### config.mk
export PLATFORM = sky130hd
export DESIGN_NAME = step_motor_driver_mc
export DESIGN_NICKNAME = d
export VERILOG_FILES = /design/src/rtl/step_motor_driver_mc.sv
export SDC_FILE = /design/constraint.sdc
export NUM_CORES = 2
export LEC_CHECK = 0
export BUFFER_PORTS_ARGS = -buffer_cell sky130_fd_sc_hd__buf_4
export CAP_MARGIN = 20
export CORE_ASPECT_RATIO = 0.9
export CORE_MARGIN = 2
export CORE_UTILIZATION = 59
export CTS_BUF_LIST = sky130_fd_sc_hd__clkbuf_4
export CTS_CLUSTER_SIZE = 16
export DETAILED_ROUTE_END_ITERATION = 16
export PLACE_DENSITY = 0.88
export SLEW_MARGIN = 40
export SYNTH_ARGS = -nofsm -noshare
export SYNTH_HDL_FRONTEND = slang
export SYNTH_SLANG_ARGS = --single-unit
### constraint.sdc
create_clock -name csi_MCLK_clk -period 13.6 [get_ports csi_MCLK_clk]
set_clock_uncertainty 0.1 [all_clocks]
set_input_delay 2.04 -clock csi_MCLK_clk [delete_from_list [all_inputs] [get_ports csi_MCLK_clk]]
set_output_delay 2.04 -clock csi_MCLK_clk [all_outputs]
set_load 0.05 [all_outputs]
### src/rtl/step_motor_driver_mc.sv
// step_motor_driver_mc: Avalon-MM driver for CHANNELS bipolar steppers with
// per-channel step timer, full/half-step sequencing and PWM chopping.
module step_motor_driver_mc #(
    parameter int CHANNELS = 2,
    parameter int ADDR_W   = 4
) (
    input  logic                csi_MCLK_clk,
    input  logic                rsi_MRST_reset,
    input  logic [ADDR_W-1:0]   avs_ctrl_address,
    input  logic [31:0]         avs_ctrl_writedata,
    input  logic [3:0]          avs_ctrl_byteenable,
    input  logic                avs_ctrl_write,
    input  logic                avs_ctrl_read,
    output logic [31:0]         avs_ctrl_readdata,
    output logic                avs_ctrl_waitrequest,
    output logic [CHANNELS-1:0] AX,
    output logic [CHANNELS-1:0] AY,
    output logic [CHANNELS-1:0] BX,
    output logic [CHANNELS-1:0] BY,
    output logic [CHANNELS-1:0] AE,
    output logic [CHANNELS-1:0] BE
);

    localparam int CH_W = ADDR_W - 3;

    localparam logic [2:0] R_FREQ   = 3'd0;
    localparam logic [2:0] R_WIDTHA = 3'd1;
    localparam logic [2:0] R_WIDTHB = 3'd2;
    localparam logic [2:0] R_PERIOD = 3'd3;
    localparam logic [2:0] R_COUNT  = 3'd4;
    localparam logic [2:0] R_CTRL   = 3'd5;
    localparam logic [2:0] R_STATUS = 3'd6;

    typedef enum logic {
        IDLE = 1'b0,
        RUN  = 1'b1
    } seq_e;

    logic [31:0] pwm_freq  [CHANNELS];
    logic [31:0] width_a   [CHANNELS];
    logic [31:0] width_b   [CHANNELS];
    logic [31:0] period    [CHANNELS];
    logic [31:0] remaining [CHANNELS];
    logic [31:0] timer     [CHANNELS];
    logic [31:0] acc       [CHANNELS];
    logic [3:0]  ctrl      [CHANNELS];
    logic [2:0]  phase     [CHANNELS];
    logic [CHANNELS-1:0] done;
    logic [CHANNELS-1:0] pwm_a;
    logic [CHANNELS-1:0] pwm_b;

    seq_e        state    [CHANNELS];
    logic [31:0] per_eff  [CHANNELS];
    logic [2:0]  stride   [CHANNELS];
    logic [2:0]  idx_next [CHANNELS];
    logic [3:0]  pat      [CHANNELS];
    logic [CHANNELS-1:0] fire;
    logic [CHANNELS-1:0] wr_hit;
    logic [CHANNELS-1:0] cnt_wr;
    logic [CHANNELS-1:0] done_set;
    logic [CHANNELS-1:0] done_clr;

    logic [2:0]      reg_sel;
    logic [CH_W-1:0] ch_sel;
    logic [31:0]     be_mask;
    logic [31:0]     rd_val;

    assign reg_sel = avs_ctrl_address[2:0];
    assign ch_sel  = avs_ctrl_address[ADDR_W-1:3];
    assign be_mask = {{8{avs_ctrl_byteenable[3]}},
                      {8{avs_ctrl_byteenable[2]}},
                      {8{avs_ctrl_byteenable[1]}},
                      {8{avs_ctrl_byteenable[0]}}};

    assign avs_ctrl_waitrequest = 1'b0;

    function automatic logic [31:0] merge(
        input logic [31:0] old,
        input logic [31:0] data,
        input logic [31:0] mask
    );
        merge = (old & ~mask) | (data & mask);
    endfunction

    function automatic logic [3:0] coil_pattern(input logic [2:0] idx);
        case (idx)
            3'd0:    coil_pattern = 4'b1000;
            3'd1:    coil_pattern = 4'b1010;
            3'd2:    coil_pattern = 4'b0010;
            3'd3:    coil_pattern = 4'b0110;
            3'd4:    coil_pattern = 4'b0100;
            3'd5:    coil_pattern = 4'b0101;
            3'd6:    coil_pattern = 4'b0001;
            default: coil_pattern = 4'b1001;
        endcase
    endfunction

    // Sequencer state is a pure function of enable/continuous/remaining.
    always_comb begin
        fire     = '0;
        wr_hit   = '0;
        cnt_wr   = '0;
        done_set = '0;
        done_clr = '0;
        for (int c = 0; c < CHANNELS; c++) begin
            state[c] = IDLE;
            if (ctrl[c][0] && (ctrl[c][3] || remaining[c] != 32'd0))
                state[c] = RUN;
            per_eff[c] = (period[c] == 32'd0) ? 32'd1 : period[c];
            fire[c] = (state[c] == RUN) &&
                      (timer[c] >= per_eff[c] - 32'd1);
            stride[c] = ctrl[c][2] ? 3'd1 : 3'd2;
            idx_next[c] = ctrl[c][1] ? phase[c] + stride[c]
                                     : phase[c] - stride[c];
            wr_hit[c] = avs_ctrl_write && (ch_sel == CH_W'(c));
            cnt_wr[c] = wr_hit[c] && (reg_sel == R_COUNT);
            done_set[c] = fire[c] && !ctrl[c][3] &&
                          (remaining[c] == 32'd1) && !cnt_wr[c];
            done_clr[c] = wr_hit[c] && (reg_sel == R_STATUS) &&
                          avs_ctrl_byteenable[0] &&
                          avs_ctrl_writedata[1];
        end
    end

    always_comb begin
        rd_val = 32'd0;
        for (int c = 0; c < CHANNELS; c++) begin
            if (ch_sel == CH_W'(c)) begin
                case (reg_sel)
                    R_FREQ:   rd_val = pwm_freq[c];
                    R_WIDTHA: rd_val = width_a[c];
                    R_WIDTHB: rd_val = width_b[c];
                    R_PERIOD: rd_val = period[c];
                    R_COUNT:  rd_val = remaining[c];
                    R_CTRL:   rd_val = {28'd0, ctrl[c]};
                    R_STATUS: rd_val = {27'd0, phase[c], done[c],
                                        state[c] == RUN};
                    default:  rd_val = 32'd0;
                endcase
            end
        end
    end

    always_ff @(posedge csi_MCLK_clk) begin
        if (rsi_MRST_reset) begin
            avs_ctrl_readdata <= 32'd0;
            done  <= '0;
            pwm_a <= '0;
            pwm_b <= '0;
            for (int c = 0; c < CHANNELS; c++) begin
                pwm_freq[c]  <= 32'd0;
                width_a[c]   <= 32'd0;
                width_b[c]   <= 32'd0;
                period[c]    <= 32'd0;
                remaining[c] <= 32'd0;
                timer[c]     <= 32'd0;
                acc[c]       <= 32'd0;
                ctrl[c]      <= 4'd0;
                phase[c]     <= 3'd0;
            end
        end else begin
            if (avs_ctrl_read && !avs_ctrl_write)
                avs_ctrl_readdata <= rd_val;
            for (int c = 0; c < CHANNELS; c++) begin
                acc[c]   <= acc[c] + pwm_freq[c];
                pwm_a[c] <= acc[c] < width_a[c];
                pwm_b[c] <= acc[c] < width_b[c];

                if (state[c] == IDLE) begin
                    timer[c] <= 32'd0;
                end else if (fire[c]) begin
                    timer[c] <= 32'd0;
                    phase[c] <= idx_next[c];
                end else begin
                    timer[c] <= timer[c] + 32'd1;
                end

                if (fire[c] && !ctrl[c][3])
                    remaining[c] <= remaining[c] - 32'd1;

                if (done_set[c])
                    done[c] <= 1'b1;
                else if (done_clr[c])
                    done[c] <= 1'b0;

                // Bus writes win over the decrement in the same cycle.
                if (wr_hit[c]) begin
                    case (reg_sel)
                        R_FREQ: pwm_freq[c] <= merge(pwm_freq[c],
                            avs_ctrl_writedata, be_mask);
                        R_WIDTHA: width_a[c] <= merge(width_a[c],
                            avs_ctrl_writedata, be_mask);
                        R_WIDTHB: width_b[c] <= merge(width_b[c],
                            avs_ctrl_writedata, be_mask);
                        R_PERIOD: period[c] <= merge(period[c],
                            avs_ctrl_writedata, be_mask);
                        R_COUNT: remaining[c] <= merge(remaining[c],
                            avs_ctrl_writedata, be_mask);
                        R_CTRL: if (avs_ctrl_byteenable[0])
                            ctrl[c] <= avs_ctrl_writedata[3:0];
                        default: ;
                    endcase
                end
            end
        end
    end

    always_comb begin
        AX = '1;
        AY = '1;
        BX = '1;
        BY = '1;
        AE = '1;
        BE = '1;
        for (int c = 0; c < CHANNELS; c++) begin
            pat[c] = coil_pattern(phase[c]);
            AX[c] = ~(pat[c][3] & pwm_a[c] & ctrl[c][0]);
            AY[c] = ~(pat[c][2] & pwm_a[c] & ctrl[c][0]);
            BX[c] = ~(pat[c][1] & pwm_b[c] & ctrl[c][0]);
            BY[c] = ~(pat[c][0] & pwm_b[c] & ctrl[c][0]);
            AE[c] = ~ctrl[c][0];
            BE[c] = ~ctrl[c][0];
        end
    end

endmodule

==> results.md <==
* TritonCTS buffer count at 142
* Cells after DPL at 4185
* Slew Limit Fails at 0
* Fin nets at 3933
* Setup Buffers After CTS at 0
* Remaining DRCs at 0
* Crit path from: period[0][46]
* Vias per std cell at 6.72
* Min Clock Period, post-route at 7.33 ns
* Launch point of the worst reg-to-reg path: period[0][46]
* Fmax at 136 MHz
* Syn Area/Cell at 9.41 µm²
* Max VDD drop at 73.3 µV
* Quantity of hold-fixing buffers added after cts at 0
* Initial antenna violation count at 14
* Setup crit end kind: flip-flop
* Post-route cell area at 36200 µm²
* Setup crit end: remaining[0][26]
* Top-area cell type share of the netlist area at 36.6%
* Status: complete, no violations
* CTS tree: done
* Std cell rows at 81
* Clock transition at path regs at 0.07 ns
* Fin cells at 4452
* Final setup fails at 0
* Post-synth EDFFs at 398
* IO Port Bufs at 87
* First-pass GRT wire length at 166000 µm
* Via count at 29900
* #FFs+latches synth at 500
* Reg-to-Reg End: remaining[0][26]
* Detailed Place HPWL at 78100 µm
* Antenna Nets Post-Route at 0
* Vias in the first global route at 27762
* Die H at 227 µm
* Dominant cell type by area after synthesis: edfxtp_1
* PwrDens at 124 nW/µm²
* Largest net degree at the start of global routing at 82
* Final period utilization at 53.9%
* Max clock buf depth at 3
* Clk Latency, worst-skew pair at 1.05 ns
* Layout cell share with drive strength beyond 1 at 11.2%
* Element type at the critical path start: flip-flop
* Mean routed wirelength per cell at 24.8 µm
* Register area share after synthesis at 42.8%
* Yosys cell types at 81
* PostCTS Resize Cnt at 0
* Busiest grt layer: met2
* GRT overflow at 0
* R2r setup slk at 6.27 ns
* Max_slew headroom at 38.3%
* Max-cap violation count at 0
* Final Hold Vio Count at 0
* Ranking of synthesized cells by area: edfxtp_1 37%, ha_1 9.9%, dfxtp_1 6.2%
* CTS root buffer: clkbuf_4
* Clk sinks at 500
* H-Tree Depth at 4
* Setup TNS at 0 ns
* RSZ-0062 raised after global routing: false
* WL final at 110000 µm
* Main synth FF type: edfxtp_1
* CP required at 14.26 ns
* Starting Density at 60.0%
* GPL Wtd Cong at 1.00
* Critical Path Fanout Max at 33
* GRT met3 Usage at 14.9%
* Area Growth Syn to Fin at 10.7%
* Final Util at 66.4%
* Cell count after synthesis at 3474
* Ys async rst share at 0%
* Tightest Pin Transition at 0.924 ns
* Iteration-0 DRC Markers at 4750
* Leakage at 14.6 nW
* GR Util All Layers at 38.4%
* Worst hold margin at 0.355 ns
* Synth warnings at 0
* Die area at 57300 µm²
* Total core area at 54500 µm²
* IO Count at 89
* Synthesized cell area at 32700 µm²
* Die width at 252 µm
* Dpl cell area at 34200 µm²
* Grt met2 use at 54.1%
* Arr. time, crit path at 7.99 ns
* Min-Delay Path Class: flip-flop to flip-flop
* Fillers at 4257
* M1 GR Usage at 50.3%
* Pre-antenna DRT Iters at 6
* R2R depth at 22
* Setup CP Type: flip-flop to flip-flop
==> power breakdown <==
group          leakage, nW  switching, mW  total (mW)  internal (mW)
clock network         1.18          0.699        1.56          0.860
registers             4.96          0.144        1.92           1.77
logic                 8.48          0.642        1.03          0.387
total                 14.6           1.49        4.51           3.02
==> cells in the final DEF (no fill, tap or decap), drive strengths merged, types with 9 or more instances in the layout <==
master | Yosys | final
or2 | 16 | 16
nor2 | 270 | 270
xor2 | 91 | 91
nor3 | 91 | 91
dfxtp | 102 | 102
nor2b | 39 | 39
o211ai | 15 | 15
nor4 | 27 | 27
nand3 | 94 | 94
conb | 2 | 65
o32ai | 32 | 32
o31ai | 10 | 10
and3 | 142 | 142
xnor2 | 99 | 99
ha | 260 | 260
mux2 | 9 | 9
o21ai | 235 | 235
or4 | 16 | 16
and2 | 22 | 22
nand2 | 233 | 233
a21oi | 286 | 286
a221oi | 14 | 14
nand2b | 155 | 155
clkbuf | 155 | 231
a32oi | 30 | 30
a211oi | 16 | 16
a21o | 90 | 90
or3 | 21 | 21
a31oi | 17 | 17
clkinv | 1 | 17
nand4 | 67 | 67
a22oi | 132 | 132
edfxtp | 398 | 398
inv | 155 | 159
buf | 26 | 125
==> worst min path at each step <==
stage,startpoint,depth (start not counted),end
after CTS,avs_ctrl_readdata[3],2,avs_ctrl_readdata[3]
final,avs_ctrl_readdata[3],2,avs_ctrl_readdata[3]
after global routing,avs_ctrl_readdata[3],2,avs_ctrl_readdata[3]
after detailed placement,avs_ctrl_readdata[3],2,avs_ctrl_readdata[3]
after floorplan,done[1],2,done[1]
after global placement,avs_ctrl_readdata[3],2,avs_ctrl_readdata[3]
==> registers in the layout, summed over array words and instances (netlist names), named ones only <==
| register | count |
|---|---|
| pwm_b | 2 |
| pwm_freq | 64 |
| period | 64 |
| width_a | 64 |
| done | 2 |
| phase | 6 |
| remaining | 32 |
| pwm_a | 2 |
| acc | 64 |
| ctrl | 8 |
| timer | 64 |
| avs_ctrl_readdata | 32 |
| width_b | 64 |
==> synth_stat cells (all sizes together), types with 8 or more instances <==
master / number
and3: 142
a211oi: 16
a221oi: 14
or2: 16
xor2: 91
o21ai: 235
a2111oi: 8
nand2: 233
a21o: 90
o2111ai: 8
mux2: 9
inv: 155
nor2b: 39
nor2: 270
edfxtp: 398
a22oi: 132
a21oi: 286
xnor2: 99
o21a: 8
nand2b: 155
dfxtp: 102
ha: 260
o31ai: 10
or4: 16
and2: 22
or3: 21
buf: 26
a31oi: 17
nand4: 67
nor3: 91
nand3: 94
o32ai: 32
nor4: 27
clkbuf: 155
o211ai: 15
a32oi: 30
==> kinds of logic (layout without fill, tap and decap cells) <==
| logic type | after synthesis | after routing | synth area share (%) |
|---|---|---|---|
| other | 2 | 73 | 0.0230 |
| multiplexers | 11 | 11 | 0.371 |
| adder cells (fa/ha/maj) | 264 | 264 | 10.2 |
| XOR/XNOR | 190 | 190 | 5.14 |
| AO/OA/AOI/OAI | 953 | 953 | 18.4 |
| AND/OR/NAND/NOR | 1217 | 1217 | 19.1 |
| flip-flops | 500 | 500 | 42.8 |
| buffers and inverters | 337 | 539 | 3.93 |
==> metal layers <==
metal / part of all wire, % / routed length, µm
met4: 5.8 / 6350
met2: 41 / 45300
met5: 0.18 / 202
met1: 37 / 41100
met3: 16 / 17400
==> cell type report <==
cell class	instances	area [µm²]	area share, %
diodes	8	20.0	0.0553
clock buffers	231	1730	4.79
clock inverters	27	241	0.667
inverters	156	586	1.62
multi-input cells	2700	17800	49.1
flip-flops and latches	500	14000	38.6
well taps	705	882	2.44
repair buffers	125	988	2.73
==> worst max-delay path: stages, from the launching register on <==
cell,delay [ns]
edfxtp_1,0.45
or3_4,0.43
or4_1,0.56
or4_4,0.55
or3_4,0.39
nor3_1,0.16
nor2_1,0.09
ha_1,0.22
nand3b_1,0.19
nand2b_1,0.34
or4_1,0.21
nor3_1,0.07
xnor2_1,0.14
ha_1,0.30
nand4_1,0.12
nor4_1,0.11
a221oi_1,0.25
o21ai_0,0.13
a21o_1,0.20
o21ai_1,0.62
o311a_2,0.77
buf_4,0.50
nor3_1,0.12
==> metrics by stage <==
step / power (mW) / setup WS (ns)
finish: 4.51 / 6.27
global route: 4.68 / 5.90
CTS: 4.46 / 6.42
detailed placement: 2.93 / 6.44
global placement: 2.89 / 6.56
floorplan: 2.59 / 7.09
Power figures use the tool's default switching activity.
